**src/rtl/excp_unit_pkg.sv**
```systemverilog
// Shared definitions for the MEM-stage exception arbiter: exception codes,
// CP0 register addresses, Status bit positions and FSM state encodings.
package excp_unit_pkg;

  localparam logic [31:0] EXC_NONE    = 32'h0000_0000;
  localparam logic [31:0] EXC_INT     = 32'h0000_0004;
  localparam logic [31:0] EXC_SYSCALL = 32'h0000_0100;
  localparam logic [31:0] EXC_ERET    = 32'h0000_0200;

  localparam logic [4:0] CP0_STATUS = 5'd12;
  localparam logic [4:0] CP0_CAUSE  = 5'd13;
  localparam logic [4:0] CP0_EPC    = 5'd14;

  localparam int STATUS_IE  = 0;
  localparam int STATUS_EXL = 1;

  typedef enum logic [1:0] {
    ST_IDLE  = 2'd0,
    ST_FLUSH = 2'd1,
    ST_GUARD = 2'd2
  } excp_state_e;

endpackage

```
**src/rtl/excp_unit_intr_sync.sv**
```systemverilog
// Two-flop synchroniser for the external interrupt lines; reset clears both stages.
module excp_unit_intr_sync (
  input  logic       clk,
  input  logic       rst,
  input  logic [5:0] async_i,
  output logic [5:0] sync_o
);

  logic [5:0] meta_q;
  logic [5:0] sync_q;

  always_ff @(posedge clk) begin
    if (rst) begin
      meta_q <= '0;
      sync_q <= '0;
    end else begin
      meta_q <= async_i;
      sync_q <= meta_q;
    end
  end

  assign sync_o = sync_q;

endmodule

```
**src/rtl/excp_unit.sv**
```systemverilog
// MEM-stage exception arbiter feeding CP0: picks interrupt/syscall/eret, drives
// the pipeline flush and redirect PC, then holds off new exceptions for a guard window.
module excp_unit
  import excp_unit_pkg::*;
#(
  parameter logic [31:0] EXC_VECTOR   = 32'h0000_0020,
  parameter int unsigned GUARD_CYCLES = 2
) (
  input  logic        clk,
  input  logic        rst,
  input  logic        mem_valid,
  input  logic [31:0] mem_pc,
  input  logic        mem_is_syscall,
  input  logic        mem_is_eret,
  input  logic        mem_cp0we,
  input  logic [4:0]  mem_cp0Addr,
  input  logic [31:0] mem_cp0wData,
  input  logic [31:0] cp0_status,
  input  logic [31:0] cp0_cause,
  input  logic [31:0] cp0_epc,
  input  logic [5:0]  intr_in,
  input  logic        intimer_in,
  output logic [5:0]  intr_out,
  output logic [31:0] excptype,
  output logic [31:0] excp_pc,
  output logic        flush,
  output logic [31:0] new_pc,
  output logic        stall_req,
  output excp_state_e dbg_state_o
);

  excp_state_e state_q, state_d;
  logic [3:0]  cnt_q, cnt_d;
  logic [31:0] new_pc_q, new_pc_d;
  logic        flush_q, flush_d;

  logic [5:0]  intr_sync;
  logic [31:0] eff_status, eff_epc;
  logic [7:0]  eff_ip;
  logic        int_pend;
  logic [31:0] cand;
  logic        unused_bits;

  excp_unit_intr_sync u_sync (
    .clk     (clk),
    .rst     (rst),
    .async_i (intr_in),
    .sync_o  (intr_sync)
  );

  // The timer line is already in the clk domain, so it bypasses the synchroniser.
  assign intr_out = {intr_sync[5] | intimer_in, intr_sync[4:0]};

  // Forward an mtc0 in MEM so the decision sees the value CP0 is about to hold.
  always_comb begin
    eff_status = cp0_status;
    eff_epc    = cp0_epc;
    eff_ip     = cp0_cause[15:8];
    if (mem_cp0we && mem_cp0Addr == CP0_STATUS) eff_status = mem_cp0wData;
    if (mem_cp0we && mem_cp0Addr == CP0_EPC)    eff_epc    = mem_cp0wData;
    if (mem_cp0we && mem_cp0Addr == CP0_CAUSE)  eff_ip[1:0] = mem_cp0wData[9:8];
  end

  assign unused_bits = ^{eff_status[31:16], eff_status[7:2],
                         cp0_cause[31:16], cp0_cause[7:0]};

  assign int_pend = eff_status[STATUS_IE] & ~eff_status[STATUS_EXL] &
                    (|(eff_ip & eff_status[15:8]));

  always_comb begin
    cand = EXC_NONE;
    if (mem_valid) begin
      if (int_pend)            cand = EXC_INT;
      else if (mem_is_syscall) cand = EXC_SYSCALL;
      else if (mem_is_eret)    cand = EXC_ERET;
    end
  end

  assign excptype  = (!rst && state_q == ST_IDLE) ? cand : EXC_NONE;
  assign excp_pc   = mem_pc;
  assign stall_req = (state_q != ST_IDLE) && mem_valid && (mem_is_syscall || mem_is_eret);

  always_comb begin
    state_d  = state_q;
    cnt_d    = cnt_q;
    new_pc_d = new_pc_q;
    flush_d  = 1'b0;
    case (state_q)
      ST_IDLE: begin
        if (excptype != EXC_NONE) begin
          state_d  = ST_FLUSH;
          flush_d  = 1'b1;
          new_pc_d = (excptype == EXC_ERET) ? eff_epc : EXC_VECTOR;
        end
      end
      ST_FLUSH: begin
        state_d = ST_GUARD;
        cnt_d   = 4'(GUARD_CYCLES - 1);
      end
      ST_GUARD: begin
        if (cnt_q == 4'd0) state_d = ST_IDLE;
        else               cnt_d   = cnt_q - 4'd1;
      end
      default: state_d = ST_IDLE;
    endcase
  end

  always_ff @(posedge clk) begin
    if (rst) begin
      state_q  <= ST_IDLE;
      cnt_q    <= '0;
      new_pc_q <= '0;
      flush_q  <= 1'b0;
    end else begin
      state_q  <= state_d;
      cnt_q    <= cnt_d;
      new_pc_q <= new_pc_d;
      flush_q  <= flush_d;
    end
  end

  assign flush       = flush_q;
  assign new_pc      = new_pc_q;
  assign dbg_state_o = state_q;

endmodule

```
**config.mk**
```make
export PLATFORM = sky130hd
export DESIGN_NAME = excp_unit
export DESIGN_NICKNAME = d
export VERILOG_FILES = /design/src/rtl/excp_unit_pkg.sv /design/src/rtl/excp_unit_intr_sync.sv /design/src/rtl/excp_unit.sv
export SDC_FILE = /design/constraint.sdc
export NUM_CORES = 1
export LEC_CHECK = 0
export CORE_AREA = 2 2 109 111
export DETAILED_ROUTE_END_ITERATION = 10
export DIE_AREA = 0 0 111 113
export GPL_TIMING_DRIVEN = 0
export PLACE_DENSITY = 0.72
export SYNTH_ARGS = -nofsm -noshare
export SYNTH_HDL_FRONTEND = slang
export SYNTH_SLANG_ARGS = --single-unit
```
**constraint.sdc**
```tcl
create_clock -name clk -period 4.2 [get_ports clk]
set_input_delay 1.05 -clock clk [delete_from_list [all_inputs] [get_ports clk]]
set_output_delay 1.05 -clock clk [all_outputs]
set_load 0.005 [all_outputs]
```
==> reports/results.txt, run 1 <==
Initial antenna violation count: 0
Length of the first detailed-routing pass in iterations: 4
Fin crit period: 4.07 ns
Cell internal pwr: 0.938 mW
Switching part of the total: 25.0%
Slowest CP cell: mux2_4
Root Buffer: clkbuf_16
WL/cell: 13.2 um
Worst-margin pin slew: 0.900 ns
CTS Hold Bufs: 0
CTS sink count: 51
Skew-Pair Late Insertion Delay: 0.29 ns
Clock transition at path regs: 0.07 ns
GRT Util Overall: 12.7%
CTS buffer count: 5
DRC errors left: 0
Synthesis warning total: 0
Gr ovfl total: 0
I/O Pins: 284
Sw power: 0.312 mW
Initial DRC count: 32
H-tree depth: 2
Pleak: 2.06 nW
Most common cell after layout, fill and taps aside: clkdlybuf4s50_1
Post-Layout Cell Count: 645
Post-DP HPWL: 6820 um
Final nets: 680
Area of the core: 11300 sq um
FP Rows: 39
Unique masters post-synth: 39
Placed insts: 629
Clock network power share: 33.9%
RSZ-0062 raised after global routing: false
Seq pwr share: 41.0%
Die X: 111 um
Sum of buffers and inverters on the critical path: 5
RePlAce Congestion: 0.801
Crit share post-route: 97.0%
Crit start category: primary input
Finished layout cell area: 5230 sq um
Hold path depth: 1
Final wirelength: 8530 um
Die span in y: 113 um
Critical path peak fanout: 5
Leading cell types in the layout, fill and taps excluded: 167 x clkdlybuf4s50_1, 74 x buf_4, 51 x dfxtp_1
Achievable Freq: 246 MHz
Fill cell count: 1081
Final Total Pwr: 1.25 mW
Max cap viols: 0
Antenna Cells: 0
Clk_skew: 0.00600 ns
Hold WC Path Type: register to register
Sequential fraction of the synthesis area: 34.5%
Fin. Hold Viols: 0
P per Cell Area: 239 nW/um^2
Slew margin rel.: 39.9%
CTS Buffer Depth: 2
Max IR drop VDD: 151 uV
Post-route setup slack: 0.127 ns
Critical Path Max Stage Delay: 0.32 ns
Final setup vio count: 0
IO buf count: 176
Initial cell density of the core: 26.2%
Die area: 12500 sq um
Critical path arrival: 3.02 ns
First-pass GRT wire length: 13100 um
Post-synth EDFFs: 0
Vias in the first global route: 2759
Crit path kind: primary input to output port
Status: finished, final reports clean
Combinational cell fraction of total power: 25.1%
Asr flop ratio synth: 0%
Syn avg cell area: 10.5 sq um
Vias/cell: 4.26
DP Worst Slack: -1.14 ns
Cell Area, Synth: 2960 sq um
Top delay family on crit path: buffers and inverters
Fraction of layout cells with a size suffix above 1: 27.9%
Final antenna-violating net count: 0
Syn Inst Count: 282
Largest net degree at the start of global routing: 19
CTS tree: built
Worst path cell trace: clkdlybuf4s15_1, nor3_4, buf_6, mux2_4, a221oi_4, a41oi_2, nand4bb_1, buf_6, inv_2, buf_6
Placed cell area: 5000 sq um
Crit-path most repeated cell: buf_6
Layout area overhead: 76.7%
Final Max Tran Viols: 0
Vias: 2748
CP Capture Type: output port
CP Depth: 10
Leading register cell type out of synthesis: dfxtp_1
Hold slack final: 0.442 ns
Worst Reg2Reg Path Length in Cells: 7
#FFs+latches synth: 51
Worst EP required: 3.15 ns
==> cells by family (layout without fill, tap and decap cells) <==
| kind of cell | after synthesis | after routing | share of synthesized area [%] |
|---|---|---|---|
| other | 1 | 29 | 0.127 |
| multiplexers | 39 | 39 | 13.5 |
| flip-flops | 51 | 51 | 34.5 |
| AND/OR/NAND/NOR | 50 | 50 | 10.0 |
| AO/OA/AOI/OAI | 54 | 54 | 21.2 |
| buffers and inverters | 86 | 278 | 20.2 |
| adder cells (fa/ha/maj) | 1 | 1 | 0.423 |
==> synth_stat cells, types with 4 or more instances <==
library cell,count,area [sq um]
a21oi_1,6,30.0
buf_2,4,20.0
buf_4,66,495
clkbuf_1,4,15.0
dfxtp_1,51,1020
inv_1,7,26.3
mux2_2,6,67.6
mux2i_1,32,320
nand2_1,14,52.6
nor2_1,9,33.8
nor2b_1,12,75.1
o2bb2ai_2,29,435
==> per-layer routing <==
layer / wire (um) / global-route usage (%)
met2: 4530 / 24.7
met4: 47 / 2.92
met1: 3140 / 13.2
met5: 0 / 0
met3: 813 / 4.34
==> sequential cells by signal, indices dropped and copies added, names as in the netlist <==
signal         flops
dbg_state_o        2
flush              1
cnt_q              4
u_sync.sync_o      6
u_sync.meta_q      6
new_pc            32
==> area by class of cell <==
cell class / instances / area (sq um) / share of cell area [%]
plain buffers: 77 / 563 / 10.8
clock buffers: 5 / 125 / 2.39
flip-flops and latches: 51 / 1020 / 19.5
clock inverters: 3 / 26.3 / 0.503
inverters: 8 / 30.0 / 0.574
well taps: 143 / 179 / 3.42
multi-input cells: 173 / 1470 / 28.1
repair buffers: 185 / 1820 / 34.7
==> repair_timing <==
item | in CTS | in global routing
pin swaps | 5 | 5
endpoints found under the setup margin | 3 | 2
resized for setup | 25 | 10
setup buffers | 10 | 0
==> per-stage QoR <==
stage,utilization (%),setup TNS [ns]
detailed placement,44.4,-2.38
floorplan,-,0
global placement,44.4,-2.36
CTS,46.4,0
global route,46.4,0
finish,46.4,0
==> worst paths after layout <==
kind / from / end / slack, ns
setup reg to reg: dbg_state_o[1] / new_pc[14] / 2.16
setup / recovery: mem_cp0Addr[1] / excptype[9] / 0.13
hold reg to reg: u_sync.meta_q[5] / u_sync.sync_o[5] / 0.44
hold / removal: u_sync.meta_q[5] / u_sync.sync_o[5] / 0.44
==> power by group through the flow <==
stage                     clock, mW  sequential (mW)  combinational (mW)
after CTS                     0.441            0.513               0.316
after floorplan                   0            0.524               0.130
after detailed placement          0            0.524               0.310
after global routing          0.458            0.516               0.337
final                         0.424            0.513               0.313
after global placement            0            0.524               0.306
(Power assumes the default switching activity.)
==> run 2, diff against run 1 <==
--- a/config.mk
+++ b/config.mk
@@ -9,7 +9,7 @@
 export DETAILED_ROUTE_END_ITERATION = 10
 export DIE_AREA = 0 0 111 113
 export GPL_TIMING_DRIVEN = 0
-export PLACE_DENSITY = 0.72
+export PLACE_DENSITY = 0.77
 export SYNTH_ARGS = -nofsm -noshare
 export SYNTH_HDL_FRONTEND = slang
 export SYNTH_SLANG_ARGS = --single-unit
==> run 2 against run 1 <==
Against the previous run: count of clock-buffer cells in the layout is the same; critical path depth is 1 higher; clock power about the same; sequential power about the same; critical path type unchanged; largest cell class unchanged.
==> reports/results.txt, run 2 (same netlist as run 1, synthesis figures left out) <==
Die span in y: 113 um (unchanged)
RSZ-0062 raised after global routing: false
Initial cell density of the core: 26.2% (unchanged)
Vias: 2729 (-0.69%)
Post-route setup slack: 0.151 ns (+0.0233 ns)
Final antenna-violating net count: 0 (unchanged)
Reg-to-reg startpoint: dbg_state_o[1]
Achievable Freq: 247 MHz (+0.58%)
Area of the core: 11300 sq um (unchanged)
Leading cell types in the layout, fill and taps excluded: 167 x clkdlybuf4s50_1, 75 x buf_4, 51 x dfxtp_1
P per Cell Area: 240 nW/um^2 (+0.31%)
Layout area overhead: 76.1%
Final wirelength: 8550 um (+0.15%)
Worst-margin pin slew: 0.965 ns (+0.0649 ns)
CTS Buffer Depth: 2 (unchanged)
Crit path kind: primary input to output port
Largest net degree at the start of global routing: 19 (unchanged)
RePlAce Congestion: 0.718 (-10%)
Vias/cell: 4.22 (-0.85%)
Initial DRC count: 45 (+41%)
Clock transition at path regs: 0.07 ns (about the same)
Fin. Hold Viols: 0 (unchanged)
Final Max Tran Viols: 0 (unchanged)
First-pass GRT wire length: 13300 um (+2.0%)
Antenna Cells: 0 (unchanged)
Crit start category: primary input
Crit path launch: mem_cp0Addr[4]
CTS tree: built
WL/cell: 13.2 um (about the same)
Vias in the first global route: 2785 (+0.94%)
Final nets: 681 (+0.15%)
I/O Pins: 284 (unchanged)
Clk_skew: 0.00463 ns (-0.00137 ns)
Critical path arrival: 3.00 ns (-0.02 ns)
IO buf count: 176 (unchanged)
Post-DP HPWL: 6750 um (-0.99%)
Pleak: 2.07 nW (+0.24%)
CTS sink count: 51 (unchanged)
H-tree depth: 2 (unchanged)
DP Worst Slack: -1.22 ns (-0.0843 ns)
Critical path peak fanout: 6 (+1)
Status: finished, final reports clean
GRT Util Overall: 13.0% (+0.29 points)
Worst EP required: 3.15 ns (about the same)
DRC errors left: 0 (unchanged)
Slew margin rel.: 35.6% (-4.3 points)
Most common cell after layout, fill and taps aside: clkdlybuf4s50_1
Root Buffer: clkbuf_16
Fraction of layout cells with a size suffix above 1: 28.6% (+0.74 points)
Gr ovfl total: 0 (unchanged)
Fin crit period: 4.05 ns (-0.0233 ns)
Crit share post-route: 96.4% (-0.55 points)
CP Capture Type: output port
Largest register FFs: 32 (unchanged)
Max cap viols: 0 (unchanged)
Final setup vio count: 0 (unchanged)
CTS Hold Bufs: 0 (unchanged)
Max IR drop VDD: 184 uV (+22%)
Die area: 12500 sq um (unchanged)
CTS buffer count: 5 (unchanged)
Die X: 111 um (unchanged)
FP Rows: 39 (unchanged)
Setup TNS: 0 ns (unchanged)
Initial antenna violation count: 0 (unchanged)
Hold WC Path Type: register to register
Hold Path Origin: u_sync.meta_q[0]
Skew-Pair Late Insertion Delay: 0.29 ns (about the same)
Final core utilization: 46.2% (-0.18 points)
Length of the first detailed-routing pass in iterations: 4 (unchanged)
run 2: power by group:
part	total (mW)	internal [mW]	switching, mW
clock network	0.424	0.227	0.197
registers	0.513	0.502	0.0119
logic	0.312	0.209	0.103
total	1.25	0.937	0.313
run 2: path summary, 6_finish.rpt:
kind	to	slack (ns)	depth (start not counted)
worst max register to register	new_pc[6]	2.23	7
worst max-delay path	excptype[9]	0.15	11
worst min-delay path	u_sync.sync_o[0]	0.44	1
worst min register to register	u_sync.sync_o[0]	0.44	1
run 2: stage by stage:
step,area [sq um],power (mW),hold WS [ns],cells
2_1_floorplan,3060,0.654,0.414,310
3_3_place_gp,5000,0.829,0.432,629
3_5_place_dp,5000,0.835,0.433,629
4_1_cts,5220,1.27,0.450,644
5_1_grt,5210,1.31,0.464,646
6_report,5210,1.25,0.443,646
run 2: layout make-up:
class	instances	area, sq um
clock buffers	5	125
multi-input cells	173	1470
well taps	143	179
inverters	8	30.0
flip-flops and latches	51	1020
clock inverters	3	26.3
fillers	1051	6060
repair buffers	186	1800
plain buffers	77	563
run 2: repair_timing:
item	4_1_cts	5_1_grt
pin swaps	5	4
gates resized for setup	28	10
setup endpoints to repair	3	1
setup buffers	9	2
run 2: layer usage:
layer / track usage (%) / vias up / wire length, um
met5: 0 / - / 0
met4: 2.58 / 0 / 42
met2: 25.0 / 136 / 4540
met3: 4.18 / 4 / 709
li1: - / 1337 / -
met1: 14.0 / 1252 / 3260
run 2: critical path, stage by stage:
cell       delay [ns]
clkbuf_2         0.09
nand4b_4         0.18
nor3_4           0.15
buf_6            0.15
mux2_4           0.31
a221oi_4         0.34
a41oi_2          0.19
nand4bb_1        0.24
buf_6            0.16
inv_2            0.03
buf_2            0.09
